==> config.mk <==
export PLATFORM = sky130hd
export DESIGN_NAME = spi_slave
export DESIGN_NICKNAME = d
export VERILOG_FILES = /design/src/rtl/spi_pkg.sv /design/src/rtl/spi_sync_edge.sv /design/src/rtl/spi_slave.sv
export SDC_FILE = /design/constraint.sdc
export NUM_CORES = 1
export LEC_CHECK = 0
export CORE_MARGIN = 2
export CORE_UTILIZATION = 52
export CTS_BUF_LIST = sky130_fd_sc_hd__clkbuf_16
export CTS_CLUSTER_SIZE = 12
export DETAILED_ROUTE_END_ITERATION = 7
export GPL_TIMING_DRIVEN = 0
export HOLD_SLACK_MARGIN = 0.06
export PLACE_DENSITY = 0.76
export SLEW_MARGIN = 30
export SYNTH_ARGS = -nofsm -noshare
export SYNTH_HDL_FRONTEND = slang
export SYNTH_SLANG_ARGS = --single-unit
==> constraint.sdc <==
create_clock -name clk -period 1.6 [get_ports clk]
set_input_delay 0.32 -clock clk [delete_from_list [all_inputs] [get_ports clk]]
set_output_delay 0.32 -clock clk [all_outputs]
set_load 0.02 [all_outputs]
==> src/rtl/spi_pkg.sv <==
// Shared SPI link constants and types: mode, default word width, slave FSM
// encoding and the minimum clk/sclk ratio both ends of the link rely on.
package spi_pkg;

    localparam int SPI_CPOL           = 0;
    localparam int SPI_CPHA           = 0;
    localparam int SPI_MODE           = 0;
    localparam int SPI_MSB_FIRST      = 1;
    localparam int SPI_DEFAULT_DATA_W = 8;
    localparam int SPI_MIN_CLK_RATIO  = 8;

    typedef enum logic [1:0] {
        SPI_IDLE  = 2'd0,
        SPI_LOAD  = 2'd1,
        SPI_SHIFT = 2'd2
    } spi_state_e;

    function automatic int spi_cnt_width(input int data_w);
        return $clog2(data_w + 1);
    endfunction

endpackage

==> src/rtl/spi_sync_edge.sv <==
// Multi-flop synchronizer for one asynchronous SPI pin, with single-cycle
// rise/fall pulses taken from the last stage against one extra flop.
module spi_sync_edge
    import spi_pkg::*;
#(
    parameter int   STAGES    = 2,
    parameter logic RESET_VAL = 1'b0
) (
    input  logic clk,
    input  logic rst_n,
    input  logic i_d,
    output logic o_q,
    output logic o_rise,
    output logic o_fall
);

    logic [STAGES-1:0] r_sync;
    logic              r_prev;

    // Reset to the pin's idle level so leaving reset never fakes an edge.
    always_ff @(posedge clk or negedge rst_n) begin
        if (!rst_n) begin
            r_sync <= {STAGES{RESET_VAL}};
            r_prev <= RESET_VAL;
        end else begin
            r_sync <= {r_sync[STAGES-2:0], i_d};
            r_prev <= r_sync[STAGES-1];
        end
    end

    assign o_q    = r_sync[STAGES-1];
    assign o_rise = r_sync[STAGES-1] & ~r_prev;
    assign o_fall = ~r_sync[STAGES-1] & r_prev;

endmodule

==> src/rtl/spi_slave.sv <==
// SPI mode-0 target, oversampled in the clk domain, with rx strobe and a tx
// holding register. SPI_SLAVE_STATUS_EN adds sticky overrun/underrun flags.
module spi_slave
    import spi_pkg::*;
#(
    parameter int                DATA_W      = SPI_DEFAULT_DATA_W,
    parameter int                SYNC_STAGES = 2,
    parameter logic [DATA_W-1:0] IDLE_BYTE   = '0
) (
    input  logic              clk,
    input  logic              rst_n,
    input  logic              sclk,
    input  logic              cs_n,
    input  logic              mosi,
    output logic              miso,
    output logic              miso_oe,
    input  logic [DATA_W-1:0] tx_data,
    input  logic              tx_valid,
    output logic              tx_ready,
    output logic [DATA_W-1:0] rx_data,
    output logic              rx_valid,
    output logic              busy,
`ifdef SPI_SLAVE_STATUS_EN
    input  logic              rx_ack,
    input  logic              status_clr,
    output logic              rx_overrun,
    output logic              tx_underrun,
`endif
    output logic [1:0]        dbg_state
);

    localparam int SYNC_N = (SYNC_STAGES < 2) ? 2 : SYNC_STAGES;
    localparam int CNT_W  = spi_cnt_width(DATA_W);
    localparam logic [CNT_W-1:0] CNT_LAST = CNT_W'(DATA_W - 1);

    localparam logic [1:0] S_IDLE  = SPI_IDLE;
    localparam logic [1:0] S_LOAD  = SPI_LOAD;
    localparam logic [1:0] S_SHIFT = SPI_SHIFT;

    logic [1:0]        r_rst_sync;
    logic              w_rst_n;

    logic              w_sclk_lvl_unused;
    logic              w_sclk_rise;
    logic              w_sclk_fall;
    logic              w_cs_q;
    logic              w_cs_rise;
    logic              w_cs_fall;
    logic              w_mosi_q;
    logic              w_mosi_rise_unused;
    logic              w_mosi_fall_unused;

    logic [1:0]        r_state;
    logic [CNT_W-1:0]  r_cnt;
    logic [DATA_W-1:0] r_rx_shift;
    logic [DATA_W-1:0] r_tx_shift;
    logic              r_miso;
    logic [DATA_W-1:0] r_rx_data;
    logic              r_rx_valid;
    logic [DATA_W-1:0] r_hold;
    logic              r_hold_full;

    logic [DATA_W-1:0] w_rx_word;
    logic [DATA_W-1:0] w_load_word;
    logic              w_load_now;
    logic              w_word_done;

    // Reset asserts asynchronously but releases on a clk edge.
    always_ff @(posedge clk or negedge rst_n) begin
        if (!rst_n) begin
            r_rst_sync <= 2'b00;
        end else begin
            r_rst_sync <= {r_rst_sync[0], 1'b1};
        end
    end

    assign w_rst_n = r_rst_sync[1];

    spi_sync_edge #(.STAGES(SYNC_N), .RESET_VAL(1'b0)) u_sync_sclk (
        .clk    (clk),
        .rst_n  (w_rst_n),
        .i_d    (sclk),
        .o_q    (w_sclk_lvl_unused),
        .o_rise (w_sclk_rise),
        .o_fall (w_sclk_fall)
    );

    spi_sync_edge #(.STAGES(SYNC_N), .RESET_VAL(1'b1)) u_sync_cs (
        .clk    (clk),
        .rst_n  (w_rst_n),
        .i_d    (cs_n),
        .o_q    (w_cs_q),
        .o_rise (w_cs_rise),
        .o_fall (w_cs_fall)
    );

    spi_sync_edge #(.STAGES(SYNC_N), .RESET_VAL(1'b0)) u_sync_mosi (
        .clk    (clk),
        .rst_n  (w_rst_n),
        .i_d    (mosi),
        .o_q    (w_mosi_q),
        .o_rise (w_mosi_rise_unused),
        .o_fall (w_mosi_fall_unused)
    );

    assign w_rx_word   = {r_rx_shift[DATA_W-2:0], w_mosi_q};
    assign w_load_word = r_hold_full ? r_hold : IDLE_BYTE;

    // The fall after a word's last rise (counter wrapped to 0) refills the
    // tx shifter, so words stream without a cs_n toggle.
    assign w_load_now  = !w_cs_rise &&
                         ((r_state == S_LOAD) ||
                          ((r_state == S_SHIFT) && w_sclk_fall && (r_cnt == '0)));
    assign w_word_done = !w_cs_rise && (r_state == S_SHIFT) && w_sclk_rise &&
                         (r_cnt == CNT_LAST);

    always_ff @(posedge clk or negedge w_rst_n) begin
        if (!w_rst_n) begin
            r_state    <= S_IDLE;
            r_cnt      <= '0;
            r_rx_shift <= '0;
            r_tx_shift <= '0;
            r_miso     <= 1'b0;
        end else if (w_cs_rise) begin
            r_state <= S_IDLE;
            r_cnt   <= '0;
            r_miso  <= 1'b0;
        end else begin
            case (r_state)
                S_IDLE: begin
                    if (w_cs_fall) begin
                        r_state <= S_LOAD;
                    end
                end
                S_LOAD: begin
                    r_tx_shift <= w_load_word;
                    r_miso     <= w_load_word[DATA_W-1];
                    r_cnt      <= '0;
                    r_state    <= S_SHIFT;
                end
                S_SHIFT: begin
                    if (w_sclk_rise) begin
                        r_rx_shift <= w_rx_word;
                        r_cnt      <= (r_cnt == CNT_LAST) ? '0 : r_cnt + 1'b1;
                    end else if (w_sclk_fall) begin
                        if (r_cnt == '0) begin
                            r_tx_shift <= w_load_word;
                            r_miso     <= w_load_word[DATA_W-1];
                        end else begin
                            r_tx_shift <= {r_tx_shift[DATA_W-2:0], 1'b0};
                            r_miso     <= r_tx_shift[DATA_W-2];
                        end
                    end
                end
                default: begin
                    r_state <= S_IDLE;
                end
            endcase
        end
    end

    // A pending word survives a cs_n abort; only the shifter consuming it empties the register.
    always_ff @(posedge clk or negedge w_rst_n) begin
        if (!w_rst_n) begin
            r_hold      <= '0;
            r_hold_full <= 1'b0;
        end else if (w_load_now && r_hold_full) begin
            r_hold      <= '0;
            r_hold_full <= 1'b0;
        end else if (tx_valid && !r_hold_full) begin
            r_hold      <= tx_data;
            r_hold_full <= 1'b1;
        end
    end

    always_ff @(posedge clk or negedge w_rst_n) begin
        if (!w_rst_n) begin
            r_rx_data  <= '0;
            r_rx_valid <= 1'b0;
        end else begin
            if (w_word_done) begin
                r_rx_data <= w_rx_word;
            end
`ifdef SPI_SLAVE_STATUS_EN
            if (w_word_done) begin
                r_rx_valid <= 1'b1;
            end else if (rx_ack) begin
                r_rx_valid <= 1'b0;
            end
`else
            r_rx_valid <= w_word_done;
`endif
        end
    end

`ifdef SPI_SLAVE_STATUS_EN
    logic r_rx_overrun;
    logic r_tx_underrun;

    // A new set event in the same cycle as status_clr wins, so no event is lost.
    always_ff @(posedge clk or negedge w_rst_n) begin
        if (!w_rst_n) begin
            r_rx_overrun  <= 1'b0;
            r_tx_underrun <= 1'b0;
        end else begin
            if (status_clr) begin
                r_rx_overrun  <= 1'b0;
                r_tx_underrun <= 1'b0;
            end
            if (w_word_done && r_rx_valid && !rx_ack) begin
                r_rx_overrun <= 1'b1;
            end
            if (w_load_now && !r_hold_full) begin
                r_tx_underrun <= 1'b1;
            end
        end
    end

    assign rx_overrun  = r_rx_overrun;
    assign tx_underrun = r_tx_underrun;
`endif

    assign miso      = r_miso;
    assign miso_oe   = (r_state != S_IDLE);
    assign tx_ready  = ~r_hold_full;
    assign rx_data   = r_rx_data;
    assign rx_valid  = r_rx_valid;
    assign busy      = ~w_cs_q;
    assign dbg_state = r_state;

endmodule
==> flow_metrics.env <==
export IMPL_port_buffers=28
export IMPL_core_area_um2=3744
export IMPL_clock_skew_ps=4.927
export IMPL_powerDensity_nw_per_um2=1680
export IMPL_finalCritPeriodShare_pct=103.5
export IMPL_place_area_um2=2456
export IMPL_min_path_type="in2async"
export IMPL_synth_cells=181
export IMPL_worstPathMaxFanout=8
export IMPL_die_w_um=67.22
export IMPL_crit_path_cell_trace="ha_2, nand3b_1, nor3_4, buf_12, mux2_4"
export IMPL_root_buffer="clkbuf_16"
export IMPL_fin_area_um2=2869
export IMPL_fill_cells=232
export IMPL_ys_ff_latch=49
export IMPL_yosysSeqAreaShare_pct=59.18
export IMPL_hold_slack_ps=197.6
export IMPL_cts_sinks=49
export IMPL_r2r_end="rx_data[4]"
export IMPL_critPathRequiredTime_ps=1770
export IMPL_setup_slack_ps=-56.50
export IMPL_grt_ovfl_total=0
export IMPL_nNetsFinal=247
export IMPL_cts_inserted_buffers=5
export IMPL_max_stage_delay_ps=410
export IMPL_synth_flop_cell="dfrtp_1"
export IMPL_cts_hold_buffers_added=0
export IMPL_start_util_pct=55.51
export IMPL_yosys_area_top_type_share_pct=55.39
export IMPL_yosysMostFrequentCell="dfrtp_1"
export IMPL_viasPerCell=5.511
export IMPL_instances_no_fill=276
export IMPL_grt_max_degree=25
export IMPL_antenna_found_initial=0
export IMPL_htreeDepth=2
export IMPL_die_height_um=67.22
export IMPL_yosysTopAreaCell="dfrtp_1"
export IMPL_drv_slew=0
export IMPL_rsz0062_at_grt="yes"
export IMPL_slowest_stage="dfrtp_2"
export IMPL_drc_errors=0
export IMPL_synthDistinctLibCells=35
export IMPL_placementRows=22
export IMPL_dpl_cell_count=258
export IMPL_irDropWorstVdd_v=0.001044
export IMPL_diodes=0
export IMPL_syn_nets=201
export IMPL_wl_mm=4.753
export IMPL_dr_pass1_iters=4
export IMPL_leakage_nw=1.451
export IMPL_ant_nets=0
export IMPL_worst_pin_slew_ps=572.1
export IMPL_finalCriticalPeriod_ps=1656
export IMPL_grt_usage_pct=23.07
export IMPL_hold_violations=0
export IMPL_dp_slack_ps=-276.0
export IMPL_cp_arrival_ps=1830
export IMPL_r2r_start="r_cnt[0]"
export IMPL_drv_cap=0
export IMPL_ios=29
export IMPL_area_delta_synth_final_pct=38.05
export IMPL_cts_tree="done"
export IMPL_path_clk_slew_ps=60
export IMPL_drive_gt1_share_pct=32.02
export IMPL_status="finished, violations left"
export IMPL_cp_start_kind="register"
export IMPL_dieArea_um2=4519
export IMPL_multiInputGateArea_um2=913.4
export IMPL_seq_area_um2=1235
export IMPL_critical_path_class="reg2reg"
export IMPL_synth_edf_count=0
export IMPL_synthTopCellsByArea="dfrtp_1, mux2_2, a21oi_1"
export IMPL_drtIter0Drc=118
export IMPL_clk_latency_ps=280
export IMPL_ys_async_sr_fraction_pct=100.0
export IMPL_fmax_mhz=603.7
export IMPL_dp_hpwl_mm=3.010
export IMPL_postSynthAreaPerCell_um2=11.48
export IMPL_synth_commonest_cells="dfrtp_1, a21oi_1, nand2_1"
export IMPL_gp_congestion=0.8249
export IMPL_synth_area_um2=2078
export IMPL_p_total_mw=4.819
export IMPL_relSlewSlack_pct=61.86
export IMPL_vias=1521
export IMPL_yosysWarnings=0
export IMPL_grt_pass1_vias=1556
export IMPL_grt_pass1_wl_mm=7.514
export IMPL_cp_end_kind="register"
export IMPL_avgRoutedWirePerCell_um=17.22
export IMPL_setup_viol=10
export IMPL_reg2reg_depth=5
export IMPL_cts_buffer_depth=2
export IMPL_failed_checks="negative setup slack"
export IMPL_r2r_slack_ps=-60
==> state kept, by name (all words and copies together) (netlist names), 2 cells and up <==
register / count
r_hold: 8
rx_data: 8
r_rx_shift: 7
r_rst_sync: 2
r_tx_shift: 7
u_sync_sclk.r_sync: 2
r_cnt: 4
u_sync_mosi.r_sync: 2
u_sync_cs.r_sync: 2
dbg_state: 2
==> cell families (layout without fill, tap and decap cells) <==
kind of cell / Yosys count / after routing / synth area share [%]
flip-flops: 49 / 49 / 59.18
AND/OR/NAND/NOR: 50 / 50 / 12.16
other: 1 / 1 / 0.1804
buffers and inverters: 14 / 61 / 2.649
AO/OA/AOI/OAI: 37 / 37 / 9.753
adder cells (fa/ha/maj): 6 / 6 / 3.612
multiplexers: 24 / 24 / 12.46
==> cell type report <==
cell class / count / share of cell area [%]
Sequential cell: 49 / 43.04
Multi-Input combinational cell: 118 / 31.84
Timing Repair Buffer: 40 / 14.30
Clock buffer: 5 / 4.361
Clock inverter: 3 / 2.268
Tap cell: 48 / 2.093
Inverter: 10 / 1.483
Buffer: 3 / 0.6106
==> layer usage <==
layer  part of all wire (%)  GRT usage, %  wire length, um
met5                      0             0                0
met4                    1.1         8.163               51
met1                     43         29.70             2053
met2                     52         38.49             2468
met3                    3.8         5.167              180
==> how the worst max path moves through the flow <==
stage | cells after the start | to | slack, ps | startpoint
after CTS | 4 | miso_oe | -80 | dbg_state[0]
final | 5 | rx_data[4] | -60 | r_cnt[0]
after detailed placement | 4 | rx_data[4] | -280 | u_sync_cs.r_prev
after global placement | 0 | dbg_state[0] | -410 | r_rst_sync[1]
after global routing | 4 | r_hold[5] | -120 | r_cnt[2]
after floorplan | 5 | rx_data[0] | -30 | dbg_state[0]
==> critical path: cells and delay by family (launching register included) <==
kind / cells / cell delay, ps
adders and majority gates: 1 / 190
buffers and inverters: 1 / 180
DFF: 1 / 410
muxes: 1 / 300
and+or+nand+nor: 2 / 450
==> report_power, final <==
| group | switching [mW] | leakage, nW | internal, mW |
|---|---|---|---|
| Combinational | 0.976 | 0.727 | 0.748 |
| Clock | 0.433 | 0.0938 | 0.892 |
| Sequential | 0.231 | 0.630 | 1.54 |
| Total | 1.64 | 1.45 | 3.18 |
==> metrics by stage <==
stage	TNS [ps]	utilization, %
4_1_cts	-326.0	74.93
5_1_grt	-2161	76.64
3_3_place_gp	-14240	64.84
6_report	-417.1	76.64
3_5_place_dp	-3488	65.61
2_1_floorplan	-219.6	-
==> timing repair <==
action | 4_1_cts | 5_1_grt
setup buffers | 7 | 4
resized for setup | 32 | 25
hold endpoints to repair | 0 | 0
pin swaps | 4 | 7
gates cloned | 0 | 0
endpoints found under the setup margin | 29 | 36
==> cell usage in the layout (no fill, tap or decap), types with 2 or more instances in the layout <==
cell             count
clkbuf_2             3
nand2b_1             2
inv_2                3
ha_4                 3
o21ai_1              6
mux2i_1              9
dlymetal6s2s_1       7
bufinv_16            2
nand3b_1             2
inv_1                5
a21oi_2              9
dlygate4sd2_1        3
clkdlybuf4s50_1     16
nor2b_1              2
mux2_4               8
dfstp_2              3
clkbuf_16            5
a21oi_1             12
nor2_1              13
mux2_2               7
o21ai_0              3
buf_4               10
ha_1                 2
nand3_1              2
inv_4                2
nand2_1             19
dfrtp_2              4
dfrtp_1             42
(Power assumes the default switching activity.)
==> edit 1: new RTL, same flow settings <==
The option `SPI_SLAVE_STATUS_EN` is turned on by a define.
--- a/src/rtl/spi_slave.sv
+++ b/src/rtl/spi_slave.sv
@@ -1,4 +1,6 @@
 // SPI mode-0 target, oversampled in the clk domain, with rx strobe and a tx
 // holding register. SPI_SLAVE_STATUS_EN adds sticky overrun/underrun flags.
+`define SPI_SLAVE_STATUS_EN
+
 module spi_slave
     import spi_pkg::*;
Interface: changed (added rx_ack, rx_overrun, status_clr and tx_underrun); port bits go from 29 to 33. The function was not compared with the original's and may differ.
==> edit 1 against the original RTL <==
Setup slack improved by 0.062 ns; fmax grew 3.9%; clock skew increased by 0.0025 ns; final area up 1.2%; clock power fell by 27%; wire length fell by 13%; sequential share of layout area rose by 1.3 points; non-clock buffer count rose by 5; power decreased by 5.8%; area after synthesis is 6.3% higher; first-iteration DRC count down 2.5%; largest cell class unchanged; sequential cell count rose by 2; synthesized cell count increased by 7.7%.
==> edit 1: results <==
group,metric,value,unit
route,wl_met1,1900,um
synth,synth_cell_types,38,
clocking,clock_sinks,51,
timing,max_slew_margin,60.3,%
synth,synth_compound_area_share,8.38,%
cells_and_area,regArea,1290,um2
global_route,grt_pass1_vias,1519,
setup_path,cp_max_fo,5,
route,met2WireLength,1970,um
route,wirelength,4140,um
setup_path,arrival,1.80,ns
synth,synth_area_leaders,"dfrtp_1 (54%), mux2_4 (4.8%), nor2_1 (4.2%)",
synth,yosysSeqAreaShare,57.9,%
cells_and_area,fillers,270,
global_route,grt_usage,18.0,%
synth,synthMuxAreaShare,8.83,%
cells_and_area,nonClockBufferCount,48,
cells_and_area,clk_share,4.70,%
cells_and_area,final_nets,265,
power,switching_share,33.6,%
synth,synth_fa_ha_area_share,3.40,%
power,p_leak,0.00134,uW
setup_path,cpPeakStageDelay,0.52,ns
route,drt_iter0_drc,115,
placed_design,place_inst,277,
placed_design,port_buffers,32,
global_route,grt_pass1_wl,6890,um
route,num_vias,1562,
route,wl_per_cell,14.1,um
route,first_pass_iters,5,
timing,fmax,627,MHz
timing,worst_clock_skew,0.00744,ns
synth,synth_nets,217,
cells_and_area,num-multi-input-gates,123,
setup_path,r2r-start,"dbg_state[0]$_DFFE_PN0P_",
power,vdd_drop_max,1250,uV
synth,syn_avg_cell_area,11.3,um2
placed_design,dp_slack,-0.263,ns
status,status,"finished, final reports clean",
synth,synthTopCellsByCount,"dfrtp_1 (48), nor2_1 (25), inv_1 (13), nand2_1 (13), nand3_1 (11)",
global_route,grt_start_max_net_pins,50,
cells_and_area,multi_input_area,906,um2
edit 1: routing by layer:
| layer | global-route usage (%) | vias up |
|---|---|---|
| li1 | - | 766 |
| met4 | 7.63 | 0 |
| met1 | 25.4 | 751 |
| met3 | 3.63 | 7 |
| met2 | 27.0 | 38 |
| met5 | 0 | - |
edit 1: stage by stage:
step	hold slack [ns]	instance area, um2
4_1_cts	0.196	2820
6_report	0.200	2900
3_5_place_dp	0.337	2620
5_1_grt	0.206	2900
3_3_place_gp	0.334	2610
2_1_floorplan	0.0244	2230
edit 1: power by group through the flow:
stage	Sequential (uW)	Clock [uW]	Combinational, uW
6_report	1840	977	1720
5_1_grt	1880	1060	1890
4_1_cts	1830	996	1550
3_5_place_dp	1850	0	1320
3_3_place_gp	1840	0	1280
2_1_floorplan	1850	0	914
edit 1: repair_timing:
action                     in CTS  in global routing
resized for setup              13                 16
buffers inserted                9                  2
setup endpoints to repair      31                 31
pin swaps                       2                  6
cloned                          1                  0
==> edit 2: new RTL, same flow settings <==
Without the edit above. Put one more register stage on the output `dbg_state`. The value now appears one clock later. The other outputs are not delayed to match.
--- a/src/rtl/spi_slave.sv
+++ b/src/rtl/spi_slave.sv
@@ -227,5 +227,7 @@
     assign rx_valid  = r_rx_valid;
     assign busy      = ~w_cs_q;
-    assign dbg_state = r_state;
+    always_ff @(posedge clk) begin
+        dbg_state <= r_state;
+    end
 
 endmodule
Function: changed (a bounded check fails within 10 cycles, from zero or initial values and one cycle with rst_n low).
==> edit 2 against the original RTL <==
The flow still finishes with violations (setup timing); final area grew 0.48%; area after synthesis grew 5.8%; sequential cell count grew 2; setup slack gained 0.0080 ns; power shrank 4.4%; wire length shrank 2.4%; via count is essentially flat; synthesized cell count shrank 1.1%; core utilization shrank 5.1 points; clock power shrank 22%; first-iteration DRC count shrank 26%.
==> edit 2: results <==
group,metric,value,unit
status,status,"complete, but fails checks",
status,violations,"setup timing",
power,vdd_drop_max,1030,uV
global_route,grt_usage,19.3,%
clocking,cts_setup_buffers,5,
global_route,grt_pass1_wl,7220,um
setup_path,cp_max_fo,9,
route,first_pass_iters,4,
synth,synth_cell_types,37,
placed_design,postPlaceCellArea,2550,um2
cells_and_area,diodes,0,
timing,maxSlewViolCount,0,
synth,synth_fa_ha_area_share,3.41,%
cells_and_area,drive_gt1_share,28.1,%
synth,synth_area_leaders,"dfrtp_1 (52%), mux2_4 (5.5%), mux2i_1 (3.6%)",
setup_path,r2r-start,"r_cnt[0]$_DFFE_PN0P_",
timing,final.setup.tns,-0.489,ns
global_route,antenna_found_initial,0,
clocking,cts_buffers,5,
clocking,clk_latency,0.29,ns
placed_design,globalplace.congestion,0.839,
timing,worst_clock_skew,0.00290,ns
route,wl_per_cell,16.9,um
clocking,clockBufferDepth,2,
timing,final-setup-viol-count,17,
placed_design,dp_slack,-0.306,ns
clocking,cts-root-buf,"clkbuf_16",
synth,synthArstFlopShare,96.1,%
timing,fin_ws,-0.0485,ns
setup_path,cp-startpoint,"r_cnt[0]$_DFFE_PN0P_",
global_route,grt_start_max_net_pins,48,
synth,yosysSeqAreaShare,57.8,%
synth,synth_compound_area_share,10.6,%
timing,tightest_slew,0.600,ns
power,p_sw,1610,uW
synth,synthMuxAreaShare,12.7,%
global_route,grt_pass1_vias,1530,
synth,synthTopCellsByCount,"dfrtp_1 (46), inv_1 (13), nand2_1 (9)",
cells_and_area,fillers,267,
cells_and_area,final_nets,243,
min_path,hold_class,"input pin to asynchronous set/reset pin",
clocking,htree_levels,2,
route,drt_iter0_drc,87,
placed_design,dp.final_hpwl,2890,um
placed_design,port_buffers,27,
synth,synth_nets,199,
synth,yosysWarningCount,0,
power,p_leak,0.00147,uW
synth,synthXorXnorAreaFrac,0,%
route,vias_per_cell,5.55,
setup_path,arrival,1.80,ns
clocking,path_clk_slew,0.07,ns
clocking,cts_resized,20,
## edit 2: path summary, 6_finish.rpt
| check | cells past startpoint | slack (ns) | to |
|---|---|---|---|
| hold reg to reg | 0 | 0.35 | r_hold[4]$_DFFE_PN0P_ |
| setup / recovery | 6 | -0.05 | r_hold[6]$_DFFE_PN0P_ |
| min in group clk | 0 | 0.35 | u_sync_sclk.r_sync[1]$_DFF_PN0_ |
| hold / removal | 1 | 0.19 | r_rst_sync[1]$_DFF_PN0_ |
| setup reg to reg | 6 | -0.05 | r_hold[6]$_DFFE_PN0P_ |
| max in group asynchronous | 0 | 0.82 | r_state[1]$_DFFE_PN0P_ |
## edit 2: power by group through the flow
stage | clock network (uW) | registers [uW] | logic, uW
after floorplan | 0 | 1830 | 878
after global placement | 0 | 1830 | 1220
after detailed placement | 0 | 1860 | 1280
after CTS | 1060 | 1850 | 1410
after global routing | 1120 | 1920 | 1820
final | 1040 | 1870 | 1690
## edit 2: worst max-delay path, stage by stage, from the launching register on
cell and delay [ns]:
dfrtp_1 0.39, inv_1 0.06, ha_1 0.14, or3b_4 0.43, nor4_4 0.20, a211oi_4 0.11, o2bb2ai_1 0.17
## edit 2: routing by layer
metal  part of all wire [%]  GRT usage (%)  vias to the layer above
met5                      0              0                        -
met2                     53           32.2                       41
met4                    3.0           8.06                        0
li1                       -              -                      711
met3                    4.3           5.85                       16
met1                     40           23.3                      754
## edit 2: cell type report
cell class	count	area share, %
buffer	5	1.56
clock inverter	3	0.694
timing repair buffer	40	13.2
inverter	13	1.78
multi-input combinational	107	32.0
sequential	51	44.2
clock buffer	5	4.34
tap	50	2.17
## edit 2: stage by stage
stage	std cells	util, %
2_1_floorplan	179	-
3_3_place_gp	256	63.2
3_5_place_dp	256	63.3
4_1_cts	266	68.4
5_1_grt	274	71.6
6_report	274	71.6
